$ cat src/rtl/sm_reator_multicanal.sv
//==============================================================================
// Module   : sm_reator_multicanal
// Brief    : Multi-channel reactor safety supervisor with sensor voting,
//            threshold escalation, hysteretic de-escalation and latched alarm.
// Revision : 1.0
//==============================================================================
`default_nettype none

module sm_reator_multicanal #(
    parameter int N_SENSORES  = 4,
    parameter int VOTOS       = 2,
    parameter int ALVO_REFRIG = 1,
    parameter int ALVO_PORTAS = 2,
    parameter int ALVO_ALARME = 3,
    parameter int ESFRIA      = 4
) (
    input  logic                  CLOCK,
    input  logic                  RESET,
    input  logic [N_SENSORES-1:0] S,
    input  logic                  amostra,
    input  logic                  reconhece,
    output logic                  sistemaRefrigeracao,
    output logic                  portasDeConcreto,
    output logic                  alarmeSonoroReator,
    output logic [2:0]            estado,
    output logic [4:0]            votosAtivos
);

    localparam logic [4:0] C_VOTOS  = 5'(VOTOS);
    localparam logic [7:0] C_REFRIG = 8'(ALVO_REFRIG);
    localparam logic [7:0] C_PORTAS = 8'(ALVO_PORTAS);
    localparam logic [7:0] C_ALARME = 8'(ALVO_ALARME);
    localparam logic [7:0] C_ESFRIA = 8'(ESFRIA);

    typedef enum logic [2:0] {
        REPOUSO      = 3'b000,
        REFRIGERANDO = 3'b001,
        CONTENCAO    = 3'b010,
        ALARME       = 3'b011,
        SILENCIADO   = 3'b100
    } estado_t;

    estado_t    state;
    estado_t    state_next;
    logic [7:0] cq;
    logic [7:0] cf;
    logic [7:0] cq_next;
    logic [7:0] cf_next;
    logic [7:0] h;
    logic [7:0] c;
    logic [4:0] votos;
    logic       hot;
    logic       cold;
    logic       step;

    always_comb begin
        votos = 5'd0;
        for (int i = 0; i < N_SENSORES; i++) begin
            votos = votos + 5'(S[i]);
        end
    end

    assign votosAtivos = votos;
    assign hot         = amostra && (votos >= C_VOTOS);
    assign cold        = amostra && (votos < C_VOTOS);

    // Streak lengths including the current sample, saturating at 255
    assign h = (cq == 8'hFF) ? 8'hFF : cq + 8'd1;
    assign c = (cf == 8'hFF) ? 8'hFF : cf + 8'd1;

    always_comb begin
        state_next = state;
        step       = 1'b0;
        case (state)
            REPOUSO: begin
                if (hot) begin
                    if (h >= C_ALARME)      state_next = ALARME;
                    else if (h >= C_PORTAS) state_next = CONTENCAO;
                    else if (h >= C_REFRIG) state_next = REFRIGERANDO;
                end
            end
            REFRIGERANDO: begin
                if (hot) begin
                    if (h >= C_ALARME)      state_next = ALARME;
                    else if (h >= C_PORTAS) state_next = CONTENCAO;
                end else if (cold && c >= C_ESFRIA) begin
                    state_next = REPOUSO;
                    step       = 1'b1;
                end
            end
            CONTENCAO: begin
                if (hot) begin
                    if (h >= C_ALARME) state_next = ALARME;
                end else if (cold && c >= C_ESFRIA) begin
                    state_next = REFRIGERANDO;
                    step       = 1'b1;
                end
            end
            ALARME: begin
                // Latched until acknowledged; cold samples never release it
                if (reconhece) state_next = SILENCIADO;
            end
            SILENCIADO: begin
                if (cold && c >= C_ESFRIA) begin
                    state_next = CONTENCAO;
                    step       = 1'b1;
                end
            end
            default: state_next = REPOUSO;
        endcase
    end

    always_comb begin
        cq_next = cq;
        cf_next = cf;
        if (hot) begin
            cq_next = h;
            cf_next = 8'd0;
        end else if (cold) begin
            cq_next = 8'd0;
            cf_next = step ? 8'd0 : c;
        end
    end

    // Outputs are decoded from the next state so they align with estado
    always_ff @(posedge CLOCK) begin
        if (RESET) begin
            state               <= REPOUSO;
            cq                  <= 8'd0;
            cf                  <= 8'd0;
            sistemaRefrigeracao <= 1'b0;
            portasDeConcreto    <= 1'b0;
            alarmeSonoroReator  <= 1'b0;
        end else begin
            state               <= state_next;
            cq                  <= cq_next;
            cf                  <= cf_next;
            sistemaRefrigeracao <= (state_next != REPOUSO);
            portasDeConcreto    <= (state_next == CONTENCAO) ||
                                   (state_next == ALARME)    ||
                                   (state_next == SILENCIADO);
            alarmeSonoroReator  <= (state_next == ALARME);
        end
    end

    assign estado = state;

endmodule

`default_nettype wire

$ cat config.mk
export PLATFORM = sky130hd
export DESIGN_NAME = sm_reator_multicanal
export DESIGN_NICKNAME = d
export VERILOG_FILES = /design/src/rtl/sm_reator_multicanal.sv
export SDC_FILE = /design/constraint.sdc
export NUM_CORES = 1
export LEC_CHECK = 0
export CORE_MARGIN = 3
export CORE_UTILIZATION = 54
export DETAILED_ROUTE_END_ITERATION = 10
export PLACE_DENSITY = 0.79
export SETUP_SLACK_MARGIN = 0.3
export SYNTH_ARGS = -nofsm -noshare
export SYNTH_HDL_FRONTEND = slang
export SYNTH_SLANG_ARGS = --single-unit
$ cat constraint.sdc
create_clock -name CLOCK -period 2.8 [get_ports CLOCK]
set_input_delay 0.56 -clock CLOCK [delete_from_list [all_inputs] [get_ports CLOCK]]
set_output_delay 0.56 -clock CLOCK [all_outputs]
set_load 0.005 [all_outputs]
==> reports/results.txt, run 1 <==
Clock Power Share - 22.0%
Layout Nets - 229
Worst reg2reg setup slack - 500 ps
Height of the die - 60.4 um
Status - completed
Share of cells above drive strength 1 - 20.7%
CP Launch Type - input pin
Commonest non-fill, non-tap cell in the layout - dfxtp_1
Total CTS buffers - 3
Reg2reg end - sistemaRefrigeracao
Psw - 261 uW
Setup CP Type - input pin to output port
Fin crit share - 86.9%
Clock Latency Late Sink - 310 ps
Gate power share - 32.1%
Vias in the first global route - 1,443
Initial antenna violation count - 0
Avg WL per Cell - 15.9 um
Worst Path Arrival - 1870 ps
CTS sink count - 22
First-pass GRT wire length - 6170 um
Post-synthesis async set-or-reset flop share - 0%
CTS H-tree lvls - 1
Number of library cell types mapped by synthesis - 57
Setup violators final - 0
Root Driver - clkbuf_4
Seq/Total Area, Yosys - 27.6%
Syn Inst Count - 195
Total gr overflow - 0
Antenna Cells - 0
FF-to-FF path depth - 7
Family with the most delay on the worst path - adder cells
Core Area - 2780 um^2
DRC - 0
PD cells - 430 nW/um^2
Die Wd - 60.4 um
Hold Fails Final Rpt - 0
Pint - 551 uW
Crit-path max FO - 2
Post-DRT Antenna Nets - 0
Slew headroom - 46.6%
Pre-Repair DR Iteration Count - 4
Routed vias - 1,590
Reg power frac - 45.9%
Total wire length - 3890 um
Synthesis Warnings - 0
GRT Total Usage - 22.1%
CP required - 2240 ps
Worst path most repeated cell - inv_2
Slew @ Worst Pin - 780 ps
Area grow syn2layout - 18.1%
Dominant synthesized flop cell - dfxtp_1
Largest net degree at the start of global routing - 15
Switching Share - 32.1%
Maxcap violations - 0
Post-placement cell area - 1790 um^2
Slew Limit Fails - 0
Initial Util - 57.4%
CP max stage cell - fa_1
CP Cell Sequence - clkdlybuf4s15_1, inv_2, fa_1, inv_1, ha_2, inv_2, ha_4, buf_6
I/O Pins - 19
Post-synth EDFFs - 0
Commonest non-fill, non-tap cells in the layout - dfxtp_1, nand2_1, nor2_1, a21oi_1
Static Leak - 0.000704 uW
Die area - 3650 um^2
CTS tree - yes
Hold path startpoint - cf[1]
Worst-path clk slew - 120 ps
Final min period - 2430 ps
CP peak stage delay - 490 ps
Worst Path Buf+Inv - 5
Final Core Density - 67.8%
Critical Path End Type - output port
Setup TNS - 0 ps
Mean Syn Cell Area - 8.19 um^2
Dpl hpwl - 2820 um
Final Cell Area - 1890 um^2
Hold Path Depth - 2
Total power - 812 uW
Vias per cell - 6.52
Hold Crit Endpoint - cf[1]
Post-synth design cell area - 1600 um^2
Final Skew - 2.60 ps
Worst-case vdd ir drop - 372 uV
1st-iter DRT viols - 114
Synth Register Bits - 22
FP Rows - 19
Longest Clk Path Bufs - 2
HP Class - register to register
Fmax - 0.411 GHz
RSZ-0062 raised after global routing - yes
Reg2Reg Launch Point - cf[0]
Gpl congestion - 0.919
Buffers on Ports - 16
how the worst max path moves through the flow:
stage / start / endpoint / cells after the start
after global placement: S[0] / votosAtivos[1] / 8
after floorplan: S[0] / sistemaRefrigeracao / 12
after detailed placement: S[0] / sistemaRefrigeracao / 13
after global routing: cq[0] / sistemaRefrigeracao / 7
after CTS: S[3] / votosAtivos[1] / 8
final: S[0] / votosAtivos[1] / 8
cells in the mapped netlist (3+ instances only):
| cell | number | area share (%) |
|---|---|---|
| dfxtp_1 | 22 | 28 |
| nand2_1 | 18 | 4.2 |
| nor2_1 | 17 | 4.0 |
| inv_1 | 13 | 3.1 |
| a21oi_1 | 11 | 3.4 |
| nand3_1 | 8 | 2.5 |
| o21ai_0 | 8 | 2.5 |
| a31oi_1 | 7 | 2.7 |
| clkbuf_1 | 7 | 1.6 |
| ha_1 | 6 | 4.7 |
| nor3_1 | 6 | 1.9 |
| a211oi_1 | 5 | 2.3 |
| and3_1 | 5 | 2.0 |
| a22oi_1 | 4 | 1.9 |
| a2111oi_0 | 3 | 1.6 |
| nand4_1 | 3 | 1.2 |
| o221a_1 | 3 | 2.1 |
tightest hold or removal path, stage by stage (launching register included):
cell	delay, ps
dfxtp_1	380
nand2_1	70
a21oi_1	50
sequential cells by signal, summed over array words and instances (netlist names):
signal,count
sistemaRefrigeracao,1
cf,8
cq,8
alarmeSonoroReator,1
estado,3
portasDeConcreto,1
layer usage:
metal | share of wire (%) | global-route usage, % | vias to the layer above
met3 | 6.5 | 2.55 | 7
li1 | - | - | 773
met2 | 47 | 35.6 | 64
met1 | 45 | 29.9 | 746
met4 | 1.3 | 9.18 | 0
met5 | 0 | 0 | -
through the flow:
| step | hold WS [ps] | setup WS (ps) | std cells |
|---|---|---|---|
| 6_report | 531 | 366 | 244 |
| 5_1_grt | 567 | 282 | 244 |
| 4_1_cts | 532 | 327 | 244 |
| 3_5_place_dp | 516 | -398 | 239 |
| 3_3_place_gp | 500 | -321 | 239 |
| 2_1_floorplan | 482 | 308 | 196 |
final cells by class:
class | instances | area [um^2]
fillers | 249 | 895
clock buffers | 4 | 36.3
multi-input cells | 149 | 1100
well taps | 31 | 38.8
inverters | 13 | 48.8
flip-flops and latches | 22 | 440
repair buffers | 25 | 218
cells by family (layout without fill, tap and decap cells):
family | count (synthesis) | after routing | share of synthesized area, %
and+or+nand+nor | 69 | 69 | 21.8
xor gates and xnor gates | 2 | 2 | 1.10
other | 1 | 2 | 0.235
muxes | 1 | 1 | 0.626
DFF | 22 | 22 | 27.6
buffers and inverters | 25 | 42 | 8.07
adders and majority gates | 7 | 7 | 5.95
AOI/OAI and AO/OA | 68 | 68 | 34.6
power by group through the flow:
stage | registers, uW | logic (uW) | clock network (uW)
final | 373 | 260 | 178
after floorplan | 362 | 173 | 0
after global routing | 379 | 285 | 195
after detailed placement | 379 | 244 | 0
after global placement | 379 | 238 | 0
after CTS | 371 | 251 | 180
timing repair:
| action | 4_1_cts | 5_1_grt |
|---|---|---|
| hold endpoints to repair | 0 | 0 |
| resized for setup | 17 | 14 |
| buffers inserted | 1 | 0 |
| pin swaps | 3 | 6 |
| endpoints found under the setup margin | 20 | 12 |
| hold buffers | 0 | 0 |
Power figures use the tool's default switching activity.
==> run 2: changes to the inputs <==
--- a/config.mk
+++ b/config.mk
@@ -5,10 +5,12 @@
 export SDC_FILE = /design/constraint.sdc
 export NUM_CORES = 1
 export LEC_CHECK = 0
+export ABC_AREA = 1
 export CORE_MARGIN = 3
-export CORE_UTILIZATION = 54
+export CORE_UTILIZATION = 29
 export DETAILED_ROUTE_END_ITERATION = 10
-export PLACE_DENSITY = 0.79
+export HOLD_SLACK_MARGIN = 0.02
+export PLACE_DENSITY = 0.48
 export SETUP_SLACK_MARGIN = 0.3
 export SYNTH_ARGS = -nofsm -noshare
 export SYNTH_HDL_FRONTEND = slang
==> reports/results.txt, run 2 <==
Synth Area in Adders - 6.07% (was 5.95%)
Post-Synth XOR/XNOR Area - 1.12% (was 1.10%)
Seq/Total Area, Yosys - 28.1% (was 27.6%)
Maxcap violations - 0 (unchanged)
Multi-input logic area - 966 um^2 (was 1100 um^2)
FILL cells - 558 (was 249)
Mean Syn Cell Area - 6.05 um^2 (was 8.19 um^2)
Largest net degree at the start of global routing - 13 (was 15)
Vias in the first global route - 1,535 (was 1,443)
CP max stage cell - fa_1 (unchanged)
Dominant synthesized flop cell - dfxtp_1 (unchanged)
Dpl hpwl - 2810 um (was 2820 um)
GRT Total Usage - 12.4% (was 22.1%)
Fmax - 0.407 GHz (was 0.411 GHz)
Final Cell Area - 1930 um^2 (was 1890 um^2)
Most frequent cells after synthesis - nand2_1, inv_1, nor2_1 (was dfxtp_1, nand2_1, nor2_1)
Worst Path Buf+Inv - 5 (unchanged)
RSZ-0062 raised after global routing - no (was yes)
Antenna Cells - 0 (unchanged)
Clock Latency Late Sink - 260 ps (was 310 ps)
Family with the most delay on the worst path - adder cells (unchanged)
Number of library cell types mapped by synthesis - 25 (was 57)
Vias per cell - 4.43 (was 6.52)
Gpl congestion - 0.781 (was 0.919)
Synthesis Warnings - 0 (unchanged)
Total CTS buffers - 3 (unchanged)
Hold Fails Final Rpt - 0 (unchanged)
CP Launch Type - input pin (unchanged)
Buffers on Ports - 16 (unchanged)
Status - completed (unchanged)
Pre-Repair DR Iteration Count - 5 (was 4)
Worst path most repeated cell - inv_2 (unchanged)
Total gr overflow - 0 (unchanged)
Root Driver - clkbuf_8 (was clkbuf_4)
Post-placement cell area - 1840 um^2 (was 1790 um^2)
Compound-Gate Fraction of Synth Area - 9.74% (was 34.6%)
Multiplexer share of the synthesized area - 0% (was 0.626%)
Routed vias - 1,565 (was 1,590)
CP Cell Sequence - clkdlybuf4s15_1, inv_2, fa_1, inv_1, ha_2, inv_2, ha_4, buf_6 (unchanged)
Setup CP Type - input pin to output port (unchanged)
Height of the die - 79.5 um (was 60.4 um)
Total power - 743 uW (was 812 uW)
FP Rows - 26 (was 19)
CTS H-tree lvls - 1 (unchanged)
Slew Limit Fails - 0 (unchanged)
Post-DRT Antenna Nets - 0 (unchanged)
Storage cell area - 440 um^2 (unchanged)
Dominant cell type by area after synthesis - dfxtp_1 (unchanged)
Cts hold-fix bufs - 0 (unchanged)
CP required - 2240 ps (about the same)
Top cell type's share of synthesized area - 28.1% (was 27.6%)
Die area - 6320 um^2 (was 3650 um^2)
Core Area - 5170 um^2 (was 2780 um^2)
CTS tree - yes (unchanged)
Critical Path End Type - output port (unchanged)
Post-synth EDFFs - 0 (unchanged)
Initial antenna violation count - 0 (unchanged)
Setup violators final - 0 (unchanged)
Crit-path max FO - 2 (unchanged)
Final Skew - 2.14 ps (was 2.60 ps)
I/O Pins - 19 (unchanged)
Total wire length - 3630 um (was 3890 um)
Area grow syn2layout - 23.0% (was 18.1%)
Synth Register Bits - 22 (unchanged)
Static Leak - 0.000884 uW (was 0.000704 uW)
Initial Util - 30.3% (was 57.4%)
Synth area leaders - dfxtp_1, nand2_1, inv_1, a21oi_1, nand3_1 (was dfxtp_1, ha_1, nand2_1, nor2_1, a21oi_1)
Worst Path Arrival - 1900 ps (was 1870 ps)
Final Core Density - 37.3% (was 67.8%)
Layout Nets - 299 (was 229)
Min Hold Slack - 501 ps (was 531 ps)
CTS sink count - 22 (unchanged)
Setup TNS - 0 ps (unchanged)
PD cells - 385 nW/um^2 (was 430 nW/um^2)
1st-iter DRT viols - 59 (was 114)
Commonest non-fill, non-tap cells in the layout - nand2_1, inv_1, nor2_1, a21oi_1, dfxtp_1 (was dfxtp_1, nand2_1, nor2_1, a21oi_1)
First-pass GRT wire length - 6510 um (was 6170 um)
Fin crit share - 87.8% (was 86.9%)
Worst-path clk slew - 80 ps (was 120 ps)
Share of cells above drive strength 1 - 13.4% (was 20.7%)
Longest Clk Path Bufs - 2 (unchanged)
HP Class - register to register (unchanged)
DRC - 0 (unchanged)
Commonest non-fill, non-tap cell in the layout - nand2_1 (was dfxtp_1)
Final min period - 2460 ps (was 2430 ps)
Post-synthesis async set-or-reset flop share - 0% (unchanged)
Worst-case vdd ir drop - 267 uV (was 372 uV)
Avg WL per Cell - 10.3 um (was 15.9 um)
Main combinational cell family by area after synthesis - simple AND/OR/NAND/NOR gates (was compound AO/OA/AOI/OAI gates)
Most frequent cell after synthesis - nand2_1 (was dfxtp_1)
Post-synthesis simple-gate area fraction - 42.5% (was 21.8%)
Post-synth design cell area - 1570 um^2 (was 1600 um^2)
Die Wd - 79.5 um (was 60.4 um)
CP peak stage delay - 530 ps (was 490 ps)
Syn Inst Count - 259 (was 195)
run 2: cell families (layout without fill, tap and decap cells):
family,after synthesis,count (layout)
and+or+nand+nor,153,153
buffers and inverters,45,68
AOI/OAI and AO/OA,29,29
DFF,22,22
adders and majority gates,7,7
xor gates and xnor gates,2,2
other,1,2
run 2: layout make-up:
cell class,count,share of cell area [%]
Inverter,37,7.34
Multi-Input combinational cell,193,50.1
Timing Repair Buffer,27,12.3
Sequential cell,22,22.9
Tap cell,70,4.55
Clock buffer,4,2.86
run 2: power breakdown:
part	internal [uW]	switching, uW
registers	326	13.9
logic	85.2	89.7
clock network	125	103
run 2: metal layers:
layer / GRT usage, % / part of all wire (%) / wire (um)
met5: 0 / 0 / 0
met4: 3.09 / 0.63 / 23
met3: 2.26 / 4.3 / 157
met2: 20.8 / 43 / 1570
met1: 16.3 / 52 / 1880
run 2: worst paths after layout:
check,from,to,slack [ps],cells after the start
worst min register to register,cf[5],cf[5],500,2
worst max-delay path,S[3],votosAtivos[1],340,8
worst min-delay path,cf[5],cf[5],500,2
worst max register to register,cq[0],sistemaRefrigeracao,770,13
run 2: repair_timing:
item,4_1_cts,5_1_grt
endpoints found under the hold margin,0,0
resized for setup,19,10
buffers inserted,0,1
pin swaps,2,3
endpoints found under the setup margin,25,22
run 2: worst min-delay path: cells and delay by family (launching register included):
family	cells	cell delay (ps)
flops	1	340
simple gates	1	70
compound gates	1	50
run 2: metrics by stage:
step	std cells	setup WS (ps)
final	353	342
after global routing	353	301
after CTS	352	320
after detailed placement	348	-339
after global placement	348	-339
after floorplan	260	317
==> RTL change, RTL diff (flow settings as in run 1) <==
Change the parameter `N_SENSORES` from 4 to 2.
--- a/src/rtl/sm_reator_multicanal.sv
+++ b/src/rtl/sm_reator_multicanal.sv
@@ -7,7 +7,7 @@
 `default_nettype none
 
 module sm_reator_multicanal #(
-    parameter int N_SENSORES  = 4,
+    parameter int N_SENSORES  = 2,
     parameter int VOTOS       = 2,
     parameter int ALVO_REFRIG = 1,
     parameter int ALVO_PORTAS = 2,
Ports: changed (resized S); port bits go from 19 to 17. The function was not compared with the original's and may differ.
==> RTL change against run 1 <==
Setup slack gained 0.10 ns; wire length shrank 12%; sequential cell count is the same; synthesized area shrank 9.0%; design area shrank 13%; critical path type unchanged; highest routed layer unchanged.
Power is not compared: it rests on default switching activity, and its combinational part moved more than twofold at a synthesized area within 25%.
==> RTL change: results (changes against run 1) <==
stage	metric	value	unit	change
run_status	status	finished, final reports clean		
synth	Post-synth top cells	dfxtp_1 (22), nand2_1 (20), nor2_1 (19), a21oi_1 (13), nand3_1 (12)		
critical_path	reg2reg start	cq[0]$_SDFFE_PP0P_		
synth	sequential fraction of the synthesis area	30.3	%	+2.7 points
cells_and_area	Non-clock buffer share	9.28	%	-2.3 points
placed_design	Port Buffers	13		-3
grt	first-pass GRT wire length	6000	um	-2.7%
cells_and_area	Nets	209		-8.7%
cells_and_area	share of post-route cells with drive strength above 1	9.09	%	-12 points
critical_path	CP max stage cell	clkdlybuf4s50_1		
drt	metal3 WL	263	um	+4.8%
cells_and_area	Layout fillers	230		-7.6%
drt	routed wire length	3410	um	-12%
critical_path	Worst path top cell family by delay	buffers and inverters		
grt	met1 Use GR	30.7	%	+0.86 points
grt	vias in the first global route	1358		-5.9%
cells_and_area	multi-input gate share of the layout cell area	58.2	%	-0.34 points
cells_and_area	Final clock-cell share	3.20	%	+1.3 points
drt	vias	1477		-7.1%
sta	clk_skew	0.00253	ns	-0.0000633 ns
cells_and_area	Non-clk bufs	16		-36%
clock_network	CTS resizes	0		-17
drt	met1 WL	1520	um	-12%
cells_and_area	Area growth, synth to finish	13.1	%	
grt	pin count of the biggest net entering global routing	14		-1
critical_path	crit path DAT	1.77	ns	-0.10 ns
drt	drt first pass iters	5		+1
cells_and_area	sequential fraction of total cell area	26.8	%	+3.4 points
synth	synth top area cells	dfxtp_1 (30%), nand2_1 (5.2%), nor2_1 (4.9%)		
critical_path	worst reg2reg setup slack	0.52	ns	+0.02 ns
sta	Max-slew headroom	59.3	%	+13 points
grt	Total GRT Usage	22.6	%	+0.53 points
cells_and_area	Non-Clock Inverter Count	1		-12
-- RTL change: cell families (layout without fill, tap and decap cells) --
logic type / after synthesis / after routing / share of synthesized area [%]
simple gates: 85 / 85 / 31.0
compound gates: 58 / 58 / 26.8
flops: 22 / 22 / 30.3
buf+inv: 15 / 21 / 4.82
fa+ha+maj: 4 / 4 / 3.44
mux: 3 / 3 / 2.24
xor+xnor: 2 / 2 / 1.21
other cells: 1 / 3 / 0.258
-- RTL change: power by group --
| group | total [W] | switching (W) | internal (W) |
|---|---|---|---|
| clock | 0.000252 | 0.000107 | 0.000145 |
| combinational | 0.0000751 | 0.0000413 | 0.0000338 |
| sequential | 0.000327 | 0.00000843 | 0.000319 |
| total | 0.000654 | 0.000157 | 0.000497 |
-- RTL change: how the worst max path moves through the flow --
| stage | slack, ns | from | depth (start not counted) | to |
|---|---|---|---|---|
| 4_1_cts | 0.46 | S[1] | 3 | votosAtivos[0] |
| 5_1_grt | 0.38 | cq[0]$_SDFFE_PP0P_ | 7 | sistemaRefrigeracao$_SDFF_PP0_ |
| 3_3_place_gp | 0.29 | S[0] | 7 | sistemaRefrigeracao$_SDFF_PP0_ |
| 6_report | 0.47 | S[0] | 3 | votosAtivos[0] |
| 3_5_place_dp | 0.25 | S[0] | 7 | sistemaRefrigeracao$_SDFF_PP0_ |
| 2_1_floorplan | 0.78 | S[0] | 7 | sistemaRefrigeracao$_SDFF_PP0_ |
-- RTL change: worst register-to-register path, delay by kind of cell (launching register included) --
| kind | cells | cell delay, ns |
|---|---|---|
| AO/OA/AOI/OAI | 3 | 0.49 |
| adder cells (fa/ha/maj) | 1 | 0.31 |
| flip-flops | 1 | 0.43 |
| multiplexers | 1 | 0.35 |
| AND/OR/NAND/NOR | 2 | 0.57 |
